--- src/rtl/core_pipe_ctrl_pkg.sv ---
// Shared types for the pipeline controller: FSM state encoding.
package core_pipe_ctrl_pkg;

    typedef enum logic [1:0] {
        ST_RUN   = 2'd0,
        ST_PEND  = 2'd1,
        ST_FLUSH = 2'd2
    } ctrl_state_e;

endpackage

--- src/rtl/core_pipe_ctrl_lvl_max.sv ---
// Combinational NHOLD-way maximum of the hold levels whose request bit is set.
module core_pipe_ctrl_lvl_max #(
    parameter int NHOLD = 3,
    parameter int LVL_W = 3
) (
    input  logic [NHOLD-1:0]       hold_req,
    input  logic [NHOLD*LVL_W-1:0] hold_lvl,
    output logic [LVL_W-1:0]       lvl_max
);

    always_comb begin
        lvl_max = '0;
        for (int i = 0; i < NHOLD; i++) begin
            if (hold_req[i] && (hold_lvl[i*LVL_W +: LVL_W] > lvl_max)) begin
                lvl_max = hold_lvl[i*LVL_W +: LVL_W];
            end
        end
    end

endmodule

--- src/rtl/core_pipe_ctrl.sv ---
// Pipeline controller: merges prioritised holds into stall/flush vectors and defers jumps taken while held.
// Optional hold watchdog enabled by defining CORE_PIPE_CTRL_WDT_EN.
//
//  state    | meaning
//  ---------+---------------------------------------------------------------
//  ST_RUN   | normal operation, no jump outstanding
//  ST_PEND  | jump accepted while PC held; target waits in pend_addr
//  ST_FLUSH | post-redirect bubble cycles for multi-cycle fetch
module core_pipe_ctrl
    import core_pipe_ctrl_pkg::*;
#(
    parameter int ADDR_W    = 32,
    parameter int NSTAGE    = 4,
    parameter int NHOLD     = 3,
    parameter int LVL_W     = 3,
    parameter int JUMP_LVL  = 2,
    parameter int FLUSH_CYC = 1,
    parameter int WDT_MAX   = 255
) (
    input  logic                   clk,
    input  logic                   rst,
    input  logic                   jump_flag_in,
    input  logic [ADDR_W-1:0]      jump_addr_in,
    input  logic [NHOLD-1:0]       hold_req_in,
    input  logic [NHOLD*LVL_W-1:0] hold_lvl_in,
    output logic                   jump_flag_out,
    output logic [ADDR_W-1:0]      jump_addr_out,
    output logic [NSTAGE-1:0]      stall_out,
    output logic [NSTAGE-1:0]      flush_out,
    output logic                   hold_flag_out,
    output logic                   jump_pend_out,
    output logic                   hold_wdt_out
);

    localparam int FC_W = $clog2(FLUSH_CYC + 2);

    if (JUMP_LVL < 1 || JUMP_LVL >= NSTAGE || (2**LVL_W) <= NSTAGE || WDT_MAX < 1) begin : g_param_err
        $error("core_pipe_ctrl: illegal parameter combination");
    end

    ctrl_state_e       state;
    logic [ADDR_W-1:0] pend_addr;
    logic [FC_W-1:0]   flush_cnt;

    logic [LVL_W-1:0]  lvl_raw;
    logic [LVL_W-1:0]  lvl_sat;
    logic              held;
    logic              jump_acc;
    logic              issue;
    logic              force_flush;
    logic [NSTAGE-1:0] jump_mask;
    logic [NSTAGE-1:0] stall_base;
    logic [NSTAGE-1:0] flush_base;

    core_pipe_ctrl_lvl_max #(
        .NHOLD (NHOLD),
        .LVL_W (LVL_W)
    ) u_lvl_max (
        .hold_req (hold_req_in),
        .hold_lvl (hold_lvl_in),
        .lvl_max  (lvl_raw)
    );

    // Reset is synchronous, so every combinational path is gated to keep outputs at 0 while rst is high.
    always_comb begin
        lvl_sat = lvl_raw;
        if (rst) begin
            lvl_sat = '0;
        end else if (lvl_raw > LVL_W'(NSTAGE)) begin
            lvl_sat = LVL_W'(NSTAGE);
        end
    end

    assign held        = (lvl_sat != '0);
    assign jump_acc    = jump_flag_in & ~rst;
    assign issue       = ~held & (jump_acc | (~rst & (state == ST_PEND)));
    assign force_flush = jump_acc | (~rst & (state != ST_RUN));

    always_comb begin
        for (int s = 0; s < NSTAGE; s++) begin
            jump_mask[s]  = (s >= 1) && (s <= JUMP_LVL);
            stall_base[s] = (LVL_W'(s) < lvl_sat);
            flush_base[s] = (s != 0) && (LVL_W'(s) == lvl_sat);
        end
    end

    // Flush wins over stall on the stages younger than the jumping one.
    assign stall_out     = force_flush ? (stall_base & ~jump_mask) : stall_base;
    assign flush_out     = force_flush ? (flush_base | jump_mask) : flush_base;
    assign hold_flag_out = |stall_out;
    assign jump_flag_out = issue;
    assign jump_addr_out = issue ? (jump_acc ? jump_addr_in : pend_addr) : '0;
    assign jump_pend_out = ~rst & (state == ST_PEND);

    always_ff @(posedge clk) begin
        if (rst) begin
            state     <= ST_RUN;
            pend_addr <= '0;
            flush_cnt <= '0;
        end else if (jump_acc && held) begin
            state     <= ST_PEND;
            pend_addr <= jump_addr_in;
        end else if (issue) begin
            if (FLUSH_CYC > 0) begin
                state     <= ST_FLUSH;
                flush_cnt <= FC_W'(FLUSH_CYC);
            end else begin
                state <= ST_RUN;
            end
        end else if (state == ST_FLUSH) begin
            if (flush_cnt <= FC_W'(1)) begin
                state <= ST_RUN;
            end else begin
                flush_cnt <= flush_cnt - FC_W'(1);
            end
        end
    end

`ifdef CORE_PIPE_CTRL_WDT_EN
    localparam int WDT_W = $clog2(WDT_MAX + 1);

    logic [WDT_W-1:0] wdt_cnt;
    logic             wdt_trip;
    logic             wdt_hit;

    // wdt_cnt holds the held cycles before this one, so the trip shows during the WDT_MAX-th held cycle.
    assign wdt_hit = held && (wdt_cnt >= WDT_W'(WDT_MAX - 1));

    always_ff @(posedge clk) begin
        if (rst) begin
            wdt_cnt  <= '0;
            wdt_trip <= 1'b0;
        end else begin
            if (!held) begin
                wdt_cnt <= '0;
            end else if (wdt_cnt != WDT_W'(WDT_MAX)) begin
                wdt_cnt <= wdt_cnt + WDT_W'(1);
            end
            if (wdt_hit) begin
                wdt_trip <= 1'b1;
            end
        end
    end

    assign hold_wdt_out = ~rst & (wdt_trip | wdt_hit);
`else
    assign hold_wdt_out = 1'b0;
`endif

endmodule
--- config.mk ---
export PLATFORM = sky130hd
export DESIGN_NAME = core_pipe_ctrl
export DESIGN_NICKNAME = d
export VERILOG_FILES = /design/src/rtl/core_pipe_ctrl_pkg.sv /design/src/rtl/core_pipe_ctrl_lvl_max.sv /design/src/rtl/core_pipe_ctrl.sv
export SDC_FILE = /design/constraint.sdc
export NUM_CORES = 1
export LEC_CHECK = 0
export ABC_AREA = 1
export BUFFER_PORTS_ARGS = -buffer_cell sky130_fd_sc_hd__buf_4
export CAP_MARGIN = 10
export CORE_UTILIZATION = 52
export CTS_CLUSTER_DIAMETER = 100
export DETAILED_ROUTE_END_ITERATION = 16
export GPL_TIMING_DRIVEN = 0
export MAX_ROUTING_LAYER = met4
export PLACE_DENSITY = 0.85
export RECOVER_POWER = 25
export SLEW_MARGIN = 15
export SYNTH_ARGS = -nofsm -noshare
export SYNTH_HDL_FRONTEND = slang
export SYNTH_HIERARCHICAL = 1
export SYNTH_SLANG_ARGS = --single-unit
export TNS_END_PERCENT = 50
--- constraint.sdc ---
create_clock -name clk -period 8 [get_ports clk]
set_input_delay 1.2 -clock clk [delete_from_list [all_inputs] [get_ports clk]]
set_output_delay 1.2 -clock clk [all_outputs]
set_load 0.02 [all_outputs]
==> results.md <==
- Slowest CP cell: o21ai_0
- 1st-iter DRT viols: 207
- Worst reg2reg endpoint: flush_cnt[0]$_SDFFE_PP0P_
- TNS Setup: 0 ps
- Drt total wl: 5880 um
- CTS tree: built
- HP Start: flush_cnt[1]$_SDFFE_PP0P_
- Kind of critical path: in2out
- Initial antenna violation count: 0
- Worst Path Max Fanout: 10
- PostCTS Resize Cnt: 0
- Hold Path Stages: 2
- DRC Markers: 0
- Startpoint types: input port
- Ranking of synthesized cells by area: dfxtp_1 32%, nand2_1 15%, a21oi_2 12%
- Clock skew: 1.61 ps
- Final setup vio count: 0
- Data arrival, critical path: 4740 ps
- Fillers: 336
- RSZ-0062 raised after global routing: false
- Clock Power Share: 0.237
- Final Max Slew Viols: 0
- Total track usage: 0.272
- Fmax: 168 MHz
- Status: finished, final reports clean
- Setup Buffers After CTS: 0
- Io pins: 91
- Synth cell types: 24
- Switching portion of total power: 0.359
- Avg Inst Size Synth: 7.04 um2
- Highest cell delay on the worst timing path: 330 ps
- Core area: 4060 um2
- Asr flop ratio synth: 0
- Clock sink count: 36
- Leak: 1.36 nW
- R2R cell count: 8
- Reg2reg start: flush_cnt[1]$_SDFFE_PP0P_
- TritonCTS Buffers: 5
- HP Class: reg2reg
- Via Count: 2,526
- Synth Instances: 318
- GRT overflow: 0
- Crit path top cell by count: nand2_1
- Syn Std Cell Area: 2240 um2
- H-tree lvl count: 2
- Reg-to-reg setup timing slack: 6820 ps
- Most frequent cells in the layout: 91 x buf_4, 90 x nand2_1, 51 x nand3_1, 36 x dfxtp_1, 30 x a21oi_2
- Hold-fix buffers at CTS: 0
- Dominant cell type by area after synthesis: dfxtp_1
- First-pass GRT wire length: 9220 um
- Final nets: 468
- Avg WL per Cell: 12.7 um
- Worst hold path endpoint: flush_cnt[1]$_SDFFE_PP0P_
- Number of synthesized flops with an enable pin: 0
- Max-Cap Viols: 0
- Starting density of the core: 0.552
- Synth Register Bits: 36
- Switch Pwr: 0.000182 W
- Final hold viol count: 0
- Fin crit share: 0.743
- Vias per inst: 5.44
- Maximum vdd drop: 0.125 mV
- Post-layout min period: 5940 ps
- Share of cells above drive strength 1: 0.355
- CP required: 6800 ps
- Final Cell Area: 3000 um2
- Top-area cell type share of the netlist area: 0.322
- Worst-path clk slew: 70 ps
- Sequential fraction of design power: 0.404
- Setup crit end kind: primary output
- Clock Tree Buf Depth: 2
- Die Width: 67.6 um
- Pwr per Cell Area: 169 nW/um2
- DP HPWL: 4560 um
- # rows: 23
- Gpl congestion: 0.822
- Antenna diodes: 0
- Post-synthesis sequential area ratio: 0.322
- CTS root buf: clkbuf_8
- Combinational Power Share: 0.359
- Internal power: 0.000325 W
- Number of port buffers: 88
- Warnings, synthesis: 6
- Clock latency at the later pin of the worst-skew pair: 280 ps
- Post-DRT Antenna Nets: 0
- Vias in the first global route: 2,254
- Critical path, cell by cell: clkbuf_4 > nor2_1 > nand2_1 > nand3_1 > ha_1 > nand3_1 > nand2_1 > inv_1 > nand2_1 > nand2_1 > nand2_1 > ha_1 > nand2_1 > o21ai_0 > nand2_1 > nand3_1 > nand2_1 > nand2_2 > nand2_2 > nor2_1 > nand2_1 > buf_6 > a21oi_2 > buf_4
- Area growth from synthesis to layout: 34.0%
- Area after DPL: 2970 um2
- Die height: 67.6 um
- Commonest non-fill, non-tap cell in the layout: buf_4
- Final Util: 0.739
- Drt first pass iters: 4
- Die area: 4570 um2
- Largest net degree at the start of global routing: 11
- Dominant synthesized flop cell: dfxtp_1
-- layout make-up --
cell class                 instances  area, um2  share of cell area
clock buffer                       6       72.6              0.0242
buffer                            21        133              0.0442
inverter                          21       78.8              0.0263
timing repair buffer              88        661               0.220
tap                               50       62.6              0.0209
multi-input combinational        241       1270               0.422
clock inverter                     1       5.00             0.00167
sequential                        36        721               0.240
-- worst max-delay path: cells and delay by family --
family | cells | cell delay [ps]
AOI/OAI and AO/OA | 2 | 450
and+or+nand+nor | 16 | 1900
buffers and inverters | 4 | 630
adders and majority gates | 2 | 570
-- cell families after synthesis --
family,synth area share
simple gates,0.321
compound gates,0.221
buf+inv,0.0961
flops,0.322
fa+ha+maj,0.0391
other cells,0.00167
-- metal layers --
| layer | global-route usage | vias to the layer above | wire, um |
|---|---|---|---|
| met5 | - | - | 0 |
| met4 | 0.0745 | 0 | 55 |
| met3 | 0.0591 | 6 | 430 |
| met2 | 0.490 | 108 | 3020 |
| met1 | 0.298 | 1166 | 2380 |
| li1 | - | 1246 | - |
-- state kept, by name, summed over array words and instances, names as in the netlist --
name,count
pend_addr,32
flush_cnt,2
state,2
-- worst max-delay path by stage --
| stage | startpoint | endpoint | slack [ps] |
|---|---|---|---|
| after global placement | hold_lvl_in[1] | jump_addr_out[2] | 2830 |
| after floorplan | hold_lvl_in[1] | flush_out[1] | 3170 |
| final | hold_lvl_in[1] | jump_addr_out[2] | 2060 |
| after CTS | hold_lvl_in[1] | jump_addr_out[14] | 2720 |
| after detailed placement | hold_lvl_in[1] | jump_addr_out[23] | 2730 |
| after global routing | hold_lvl_in[1] | jump_addr_out[2] | 1550 |
-- synth_stat cells, types with 5 or more instances --
cell and number:
o21ai_1 14, nand3_1 51, a21oi_1 5, ha_1 7, a21oi_2 30, inv_1 18
dfxtp_1 36, o21ai_0 22, buf_2 7, nand2_1 87, nor2_1 9
-- power by group through the flow --
stage	clock, W	sequential (W)	combinational [W]
5_1_grt	0.000130	0.000207	0.000199
4_1_cts	0.000121	0.000205	0.000191
3_5_place_dp	0	0.000209	0.000191
6_report	0.000120	0.000205	0.000182
2_1_floorplan	0	0.000207	0.000125
3_3_place_gp	0	0.000208	0.000186
-- metrics by stage --
step / cells / worst slack (ps) / total power [W] / hold slack (ps)
floorplan: 319 / 3170 / 0.000332 / 441
global placement: 457 / 2830 / 0.000394 / 451
detailed placement: 457 / 2730 / 0.000399 / 459
CTS: 464 / 2720 / 0.000516 / 468
global route: 464 / 1550 / 0.000536 / 491
finish: 464 / 2060 / 0.000507 / 463
(Power assumes the default switching activity.)
